### src/rtl/sprite_pos_ctrl.sv
// Frame-synchronous sprite position controller: latches direction requests during a frame
// and applies one clamped step per due frame boundary through a single shared adder.
module sprite_pos_ctrl #(
  parameter int unsigned H_ACTIVE  = 640,
  parameter int unsigned V_ACTIVE  = 480,
  parameter int unsigned SPRITE_W  = 16,
  parameter int unsigned SPRITE_H  = 11,
  parameter int unsigned START_ROW = 460,
  parameter int unsigned START_COL = 312,
  parameter int unsigned STEP      = 2,
  parameter int unsigned FRAME_DIV = 2
) (
  input  logic        vga_clk_i,
  input  logic        vga_rst_i,
  input  logic        vert_sync_i,
  input  logic        btn_up_i,
  input  logic        btn_down_i,
  input  logic        btn_left_i,
  input  logic        btn_right_i,
  output logic [11:0] btn_row,
  output logic [11:0] btn_col,
  output logic        moved_o
);

  localparam logic [12:0] ROW_MAX  = 13'(V_ACTIVE - SPRITE_H);
  localparam logic [12:0] COL_MAX  = 13'(H_ACTIVE - SPRITE_W);
  localparam logic [12:0] STEP_V   = 13'(STEP);
  localparam logic [3:0]  DIV_LAST = 4'(FRAME_DIV - 1);
  localparam logic [11:0] ROW_INIT = 12'(START_ROW);
  localparam logic [11:0] COL_INIT = 12'(START_COL);

  typedef enum logic [1:0] {IDLE, ROW, COL} state_t;

  state_t      state;
  logic        vs_q;
  logic        tick;
  logic [3:0]  div;
  logic [3:0]  btns;   // {up, down, left, right}
  logic [3:0]  req;
  logic [3:0]  pend;
  logic        chg;

  logic [12:0] cur;
  logic [12:0] lim;
  logic [12:0] sum;
  logic [12:0] nxt;
  logic        inc;
  logic        dec;

  assign btns = {btn_up_i, btn_down_i, btn_left_i, btn_right_i};
  assign tick = vs_q & ~vert_sync_i;

  // Shared step adder: operand and request pair selected by the current FSM state.
  always_comb begin
    cur = {1'b0, btn_row};
    lim = ROW_MAX;
    inc = pend[2];
    dec = pend[3];
    if (state == COL) begin
      cur = {1'b0, btn_col};
      lim = COL_MAX;
      inc = pend[0];
      dec = pend[1];
    end
    sum = cur + STEP_V;
    nxt = cur;
    if (inc && !dec) begin
      nxt = (sum > lim) ? lim : sum;
    end else if (dec && !inc) begin
      nxt = (cur < STEP_V) ? '0 : cur - STEP_V;
    end
  end

  always_ff @(posedge vga_clk_i) begin
    if (vga_rst_i) begin
      state   <= IDLE;
      vs_q    <= 1'b0;
      div     <= '0;
      req     <= '0;
      pend    <= '0;
      chg     <= 1'b0;
      btn_row <= ROW_INIT;
      btn_col <= COL_INIT;
      moved_o <= 1'b0;
    end else begin
      vs_q    <= vert_sync_i;
      moved_o <= 1'b0;
      req     <= req | btns;
      case (state)
        IDLE: begin
          if (tick) begin
            if (div == DIV_LAST) begin
              div   <= '0;
              pend  <= req | btns;
              req   <= '0;  // same-cycle presses land in pend, not req
              state <= ROW;
            end else begin
              div <= div + 4'd1;
            end
          end
        end
        ROW: begin
          btn_row <= nxt[11:0];
          chg     <= (nxt != {1'b0, btn_row});
          state   <= COL;
        end
        COL: begin
          btn_col <= nxt[11:0];
          moved_o <= chg | (nxt != {1'b0, btn_col});
          state   <= IDLE;
        end
        default: state <= IDLE;
      endcase
    end
  end

endmodule

### config.mk
export PLATFORM = sky130hd
export DESIGN_NAME = sprite_pos_ctrl
export DESIGN_NICKNAME = d
export VERILOG_FILES = /design/src/rtl/sprite_pos_ctrl.sv
export SDC_FILE = /design/constraint.sdc
export NUM_CORES = 1
export LEC_CHECK = 0
export CORE_AREA = 2 2 97 62
export DETAILED_ROUTE_END_ITERATION = 8
export DIE_AREA = 0 0 99 64
export GPL_ROUTABILITY_DRIVEN = 0
export PLACE_DENSITY = 0.78
export SLEW_MARGIN = 15
export SYNTH_ARGS = -nofsm -noshare
export SYNTH_HDL_FRONTEND = slang
export SYNTH_SLANG_ARGS = --single-unit
### constraint.sdc
create_clock -name vga_clk_i -period 5.9 [get_ports vga_clk_i]
set_input_delay 1.18 -clock vga_clk_i [delete_from_list [all_inputs] [get_ports vga_clk_i]]
set_output_delay 1.18 -clock vga_clk_i [all_outputs]
set_load 0.01 [all_outputs]
# == Yosys cells after proc, flatten, opt, wreduce, memory -nomap -nowiden ==
# Cells that the tools add are included.
# classes
n_addsub,3
n_mul,0
div,0
n_lt_le_gt_ge,2
eq_ne,7
shift,0
n_mux,15
n_bitwise,5
reduce_logical,9
# ops
op,count
two-way mux 13 bit,4
inequality test 13 x 12 -> 1 bit,2
two-way mux 4 bit,4
"adder 13 x 2 -> 13 bit, second input constant",1
> comparator 13 bit,1
"less-than comparator 13 x 2 -> 1 bit, second input constant",1
"subtractor 13 x 2 -> 13 bit, second input constant",1
two-way mux 12 bit,1
two-way mux 10 bit,1
"adder 4 x 1 -> 4 bit, second input constant",1
"== test 4 x 1 -> 1 bit, second input constant",1
two-way mux 2 bit,2
"inequality test 2 bit, second input constant",2
bitwise OR 4 bit,1
one-hot mux 2 bit (2 select lines),1
AND reduction 2 bit,2
AND reduction 3 bit,1
"== test 2 x 1 -> 1 bit, second input constant",1
"== test 2 bit, second input constant",1
logical AND 1 bit,2
zero test 1 bit,2
zero test 2 bit,1
two-way mux 1 bit,2
NOT 1 bit,2
other kinds (3),3
# totals
ff_bits,41
latch_bits,0
mem_bits_rw,0
mem_bits_ro,0
out_inout_bits,25
wordCells,50
mem_count,0

# == Longest topological paths before layout ==
# logic_depth
word_depth,8
ltp_mapped,22

# == Worst setup path after synthesis ==
# OpenSTA, ideal clock, no wires.
# synth_timing
path_type,register -> register
start,register state[0]
end,register moved_o
t_arrival_ps,4177
setup_slack_ps,1586
stages_incl_launch_ff,23
path_buffers,2
path_cell_list,dfxtp_1 nand2b_1 buf_6 inv_6 buf_6 mux2i_1 inv_1 ha_1 nand4b_1 o22ai_1 nand2_1 nor2_1 xor2_1 inv_1 ha_1 nand2_1 or3_1 o221a_1 a22o_1 a211o_1 xor2_1 nor4_1 a311oi_1
# synth_between
elab_chain_len,8
# synth_lines
element,line,rtl
start: declaration,34,state_t state;
start signal: assignment,76,state <= IDLE;
start signal: assignment,96,state <= ROW;
start signal: assignment,105,state <= COL;
== test 2 bit *,"59, 89",
two-way mux 12 bit / two-way mux 1 bit (equally long branches),59,if (state == COL) begin
adder 13 x 2 -> 13 bit (tied with other cells),65,sum = cur + STEP_V;
> comparator 13 bit (tied with other cells),68,nxt = (sum > lim) ? lim : sum;
"two-way mux 13 bit, on equally long branches","68, 69",
two-way mux 13 bit,67,if (inc && !dec) begin
inequality test 13 x 12 -> 1 bit,109,"moved_o <= chg | (nxt != {1'b0, btn_col});"
bitwise OR 1 bit,109,
end signal: assignment,109,
end: declaration,22,output logic moved_o
# Mark *: on every way between the ends. The rest lies on a longest branch, timed or not.
# A chain may end at the register's enable or synchronous reset.

# == Final worst setup path ==
# layout_timing
start,register state[1]
end,register chg
# layout_between
elab_chain_len,7
# layout_lines
element,line,rtl
== test 2 bit,59,
two-way mux 12 bit / two-way mux 1 bit (equally long branches),59,
adder 13 x 2 -> 13 bit (tied with other cells),65,
> comparator 13 bit (tied with other cells),68,
"two-way mux 13 bit, on equally long branches","68, 69",
two-way mux 13 bit,67,
inequality test 13 x 12 -> 1 bit,104,"chg <= (nxt != {1'b0, btn_row});"
end signal: assignment,104,
end: declaration,41,logic chg;
# Several ways; a longest one is shown, not always the timed one.

==> impl_metrics.py <==
metrics = {
    "global_routing": {
        "grt.total_usage_pct": 29.2,
        "use_met1_pct": 43.1,
        "grt_use_met3_pct": 11.1,
        "antenna_found_initial": 0,
        "grt_first_pass_wirelength_mm": 14.7,
        "grt_start_max_net_pins": 42,
        "met2_usage_pct": 40.8,
        "grt-busiest-layer": "met1",
        "grt_overflow": 0,
        "grt_pass1_vias": 2788,
    },
    "clocking": {
        "cts_hold_buffers": 0,
        "path_clk_slew_ns": 0.08,
        "numCtsBuffers": 5,
        "postCtsSetupRepairBufs": 0,
        "cts-resized-gates": 0,
        "cts_max_level": 2,
        "cts_root_buf": "clkbuf_8",
        "clock_path_buffers": 2,
        "cts_tree": "built",
        "clock_latency_ns": 0.31,
        "cts_sinks": 41,
    },
    "timing": {
        "fmax_mhz": 189,
        "fin_setup_tns_ns": 0,
        "slew_headroom_pct": 27.3,
        "rsz0062_at_grt": "false",
        "post-route-min-period_ns": 5.28,
        "final.setup.worst_slack_ns": 0.616,
        "hold_viol_final": 0,
        "maxSlewViolCount": 0,
        "setup_viol": 0,
        "skew_ns": 0.00715,
        "fin_crit_sh_pct": 89.6,
        "worst_pin_slew_ns": 1.08,
        "fin_hold_ws_ns": 0.501,
    },
    "worst_setup_path": {
        "cp-end-kind": "flop",
        "worstSetupPathType": "flop to flop",
        "reg2reg_depth": 19,
        "crit_path_start": "state[1]",
        "arrival_ns": 5.45,
        "timing.rr.start": "state[1]",
        "critPathLaunchType": "flop",
        "worst_ep_required_time_ns": 6.06,
        "crit_fanout": 34,
        "crit_end": "chg",
        "r2r_slack_ns": 0.62,
        "r2r-end": "chg",
    },
    "finish": {
        "synthToLayoutAreaGrowth_pct": 14.1,
        "antenna_cells": 0,
        "fin_area_mm2": 0.00341,
        "finish.utilization_pct": 63.3,
        "drive_gt1_share_pct": 9.84,
        "nets": 398,
        "fillers": 461,
        "stdcell_count": 455,
    },
    "drt": {
        "wl_per_cell_um": 19.7,
        "wirelength_mm": 8.96,
        "dr.first_iter.drc_count": 391,
        "vias": 3043,
        "first_pass_iters": 5,
        "viasPerCell": 6.69,
        "ant_nets": 0,
        "drc_errors": 0,
    },
    "logic_synthesis": {
        "async_reset_ff_share_pct": 0,
        "synth_edf_count": 0,
        "yosysMostFrequentCell": "nor2_1",
        "synth_area_mm2": 0.00299,
        "yosys_warnings": 0,
        "synth_area_per_cell_um2": 8.19,
        "yosys-mux-area-fraction_pct": 7.37,
        "synth-xor-area-share_pct": 9.97,
        "synth_fa_ha_area_share_pct": 2.51,
        "synth_compound_area_share_pct": 23.9,
        "ys.flop_type": "dfxtp_1",
        "synth_commonest_cells": "nor2_1, dfxtp_1, nand2_1, xnor2_1, a21oi_1",
        "synthesis.instances": 365,
        "synth_area_leaders": "dfxtp_1, xnor2_1, nor2_1",
        "synth_top_family_by_area": "simple AND/OR/NAND/NOR gates",
        "yosysTopAreaCell": "dfxtp_1",
        "synth_seq_cells": 41,
        "syn_nets": 378,
        "ys_types": 69,
        "yosys.area_share.simple_pct": 24.6,
        "ys_seq_area_share_pct": 27.5,
        "yosysTopAreaCellShare_pct": 27.5,
    },
    "status": {
        "outcome": "finished, final reports clean",
    },
    "power_and_ir_drop": {
        "power_frac_comb_pct": 6.8,
        "pwr-share-seq_pct": 55.3,
        "power_mw": 0.513,
        "p_sw_share_pct": 25.9,
        "vdd_drop_max_mv": 0.201,
        "cellInternalPower_mw": 0.380,
        "p_switching_mw": 0.133,
        "p_leak_nw": 1.27,
        "pwr-share-clk_pct": 38.0,
        "power_density_mw_per_mm2": 151,
    },
    "place": {
        "placed_cell_area_mm2": 0.00331,
        "place_ws_ns": 0.815,
        "post-dp-hpwl_mm": 6.53,
        "portBuffers": 31,
        "dp.cells": 447,
    },
    "die": {
        "dieWidth_um": 99,
        "core-area_mm2": 0.00539,
        "start_util_pct": 55.5,
        "io-pin-count": 32,
        "die_h_um": 64,
        "dieArea_mm2": 0.00634,
        "rows": 21,
    },
    "run": {
        "cap_violations": 0,
    },
    "hold_path": {
        "hold_path_class": "flop to flop",
    },
}
-- how the worst min path moves through the flow --
| stage | slack [ns] | cells after the start | from | to |
|---|---|---|---|---|
| 2_1_floorplan | 0.47 | 2 | req[0] | req[0] |
| 3_3_place_gp | 0.49 | 2 | btn_row[11] | btn_row[11] |
| 3_5_place_dp | 0.49 | 2 | btn_row[11] | btn_row[11] |
| 4_1_cts | 0.50 | 2 | btn_row[11] | btn_row[11] |
| 5_1_grt | 0.53 | 2 | chg | chg |
| 6_report | 0.50 | 2 | btn_row[11] | btn_row[11] |
-- sequential cells by signal, indices dropped and copies added (netlist names) --
signal	count
chg	1
btn_col	12
req	4
vs_q	1
div	4
moved_o	1
state	2
btn_row	12
pend	4
-- cells in the final DEF (no fill, tap or decap), types with 6 or more instances in the layout --
cell              n
clkdlybuf4s50_1  31
xnor2_1          20
o21ai_0           7
nand3_1          12
a211oi_1         16
nor4_1            7
mux2i_1          11
a211o_1          11
dfxtp_1          41
a21oi_1          17
xor2_1           14
nor3_1           12
nor2_1           45
nand4_1           7
nand2_1          33
ha_1              6
-- per-layer routing --
metal / vias up / share of wire, %
met5: - / 0
met4: 0 / 0.74
met3: 10 / 13
met2: 183 / 41
met1: 1448 / 46
li1: 1402 / -
-- critical path, stage by stage, from the launching register on --
cell and delay, ns:
dfxtp_1 0.50, nand2b_2 0.14, inv_6 0.25, mux2i_1 0.18
inv_1 0.14, ha_1 0.26, nand4b_1 0.12, o22ai_1 0.36
nand2_1 0.09, a21boi_0 0.38, ha_1 0.33, nand3_1 0.11
nor4_1 0.05, a2bb2oi_1 0.32, o221ai_2 0.30, a2111oi_2 0.62
a211o_1 0.25, xor2_1 0.09, nor4_1 0.46, a311oi_1 0.16
-- cell families (layout without fill, tap and decap cells) --
kind of cell,Yosys count,after routing
adders and majority gates,6,6
and+or+nand+nor,146,146
xor gates and xnor gates,34,34
muxes,19,19
DFF,41,41
AOI/OAI and AO/OA,93,93
buffers and inverters,26,47
-- power groups by stage --
stage	clock (mW)	sequential, mW	combinational, mW
floorplan	0	0.289	0.0222
global placement	0	0.290	0.0331
detailed placement	0	0.290	0.0337
CTS	0.198	0.284	0.0339
global route	0.211	0.284	0.0376
finish	0.195	0.284	0.0347
-- area by class of cell --
type	count	area [µm²]	share of cell area (%)
clock inverter	3	25.0	0.734
tap	69	86.3	2.53
timing repair buffer	34	333	9.77
sequential	41	821	24.1
multi-input combinational	298	2050	60.2
inverter	5	23.8	0.698
clock buffer	5	68.8	2.02
Note: power is estimated with default switching activity, not from simulation.
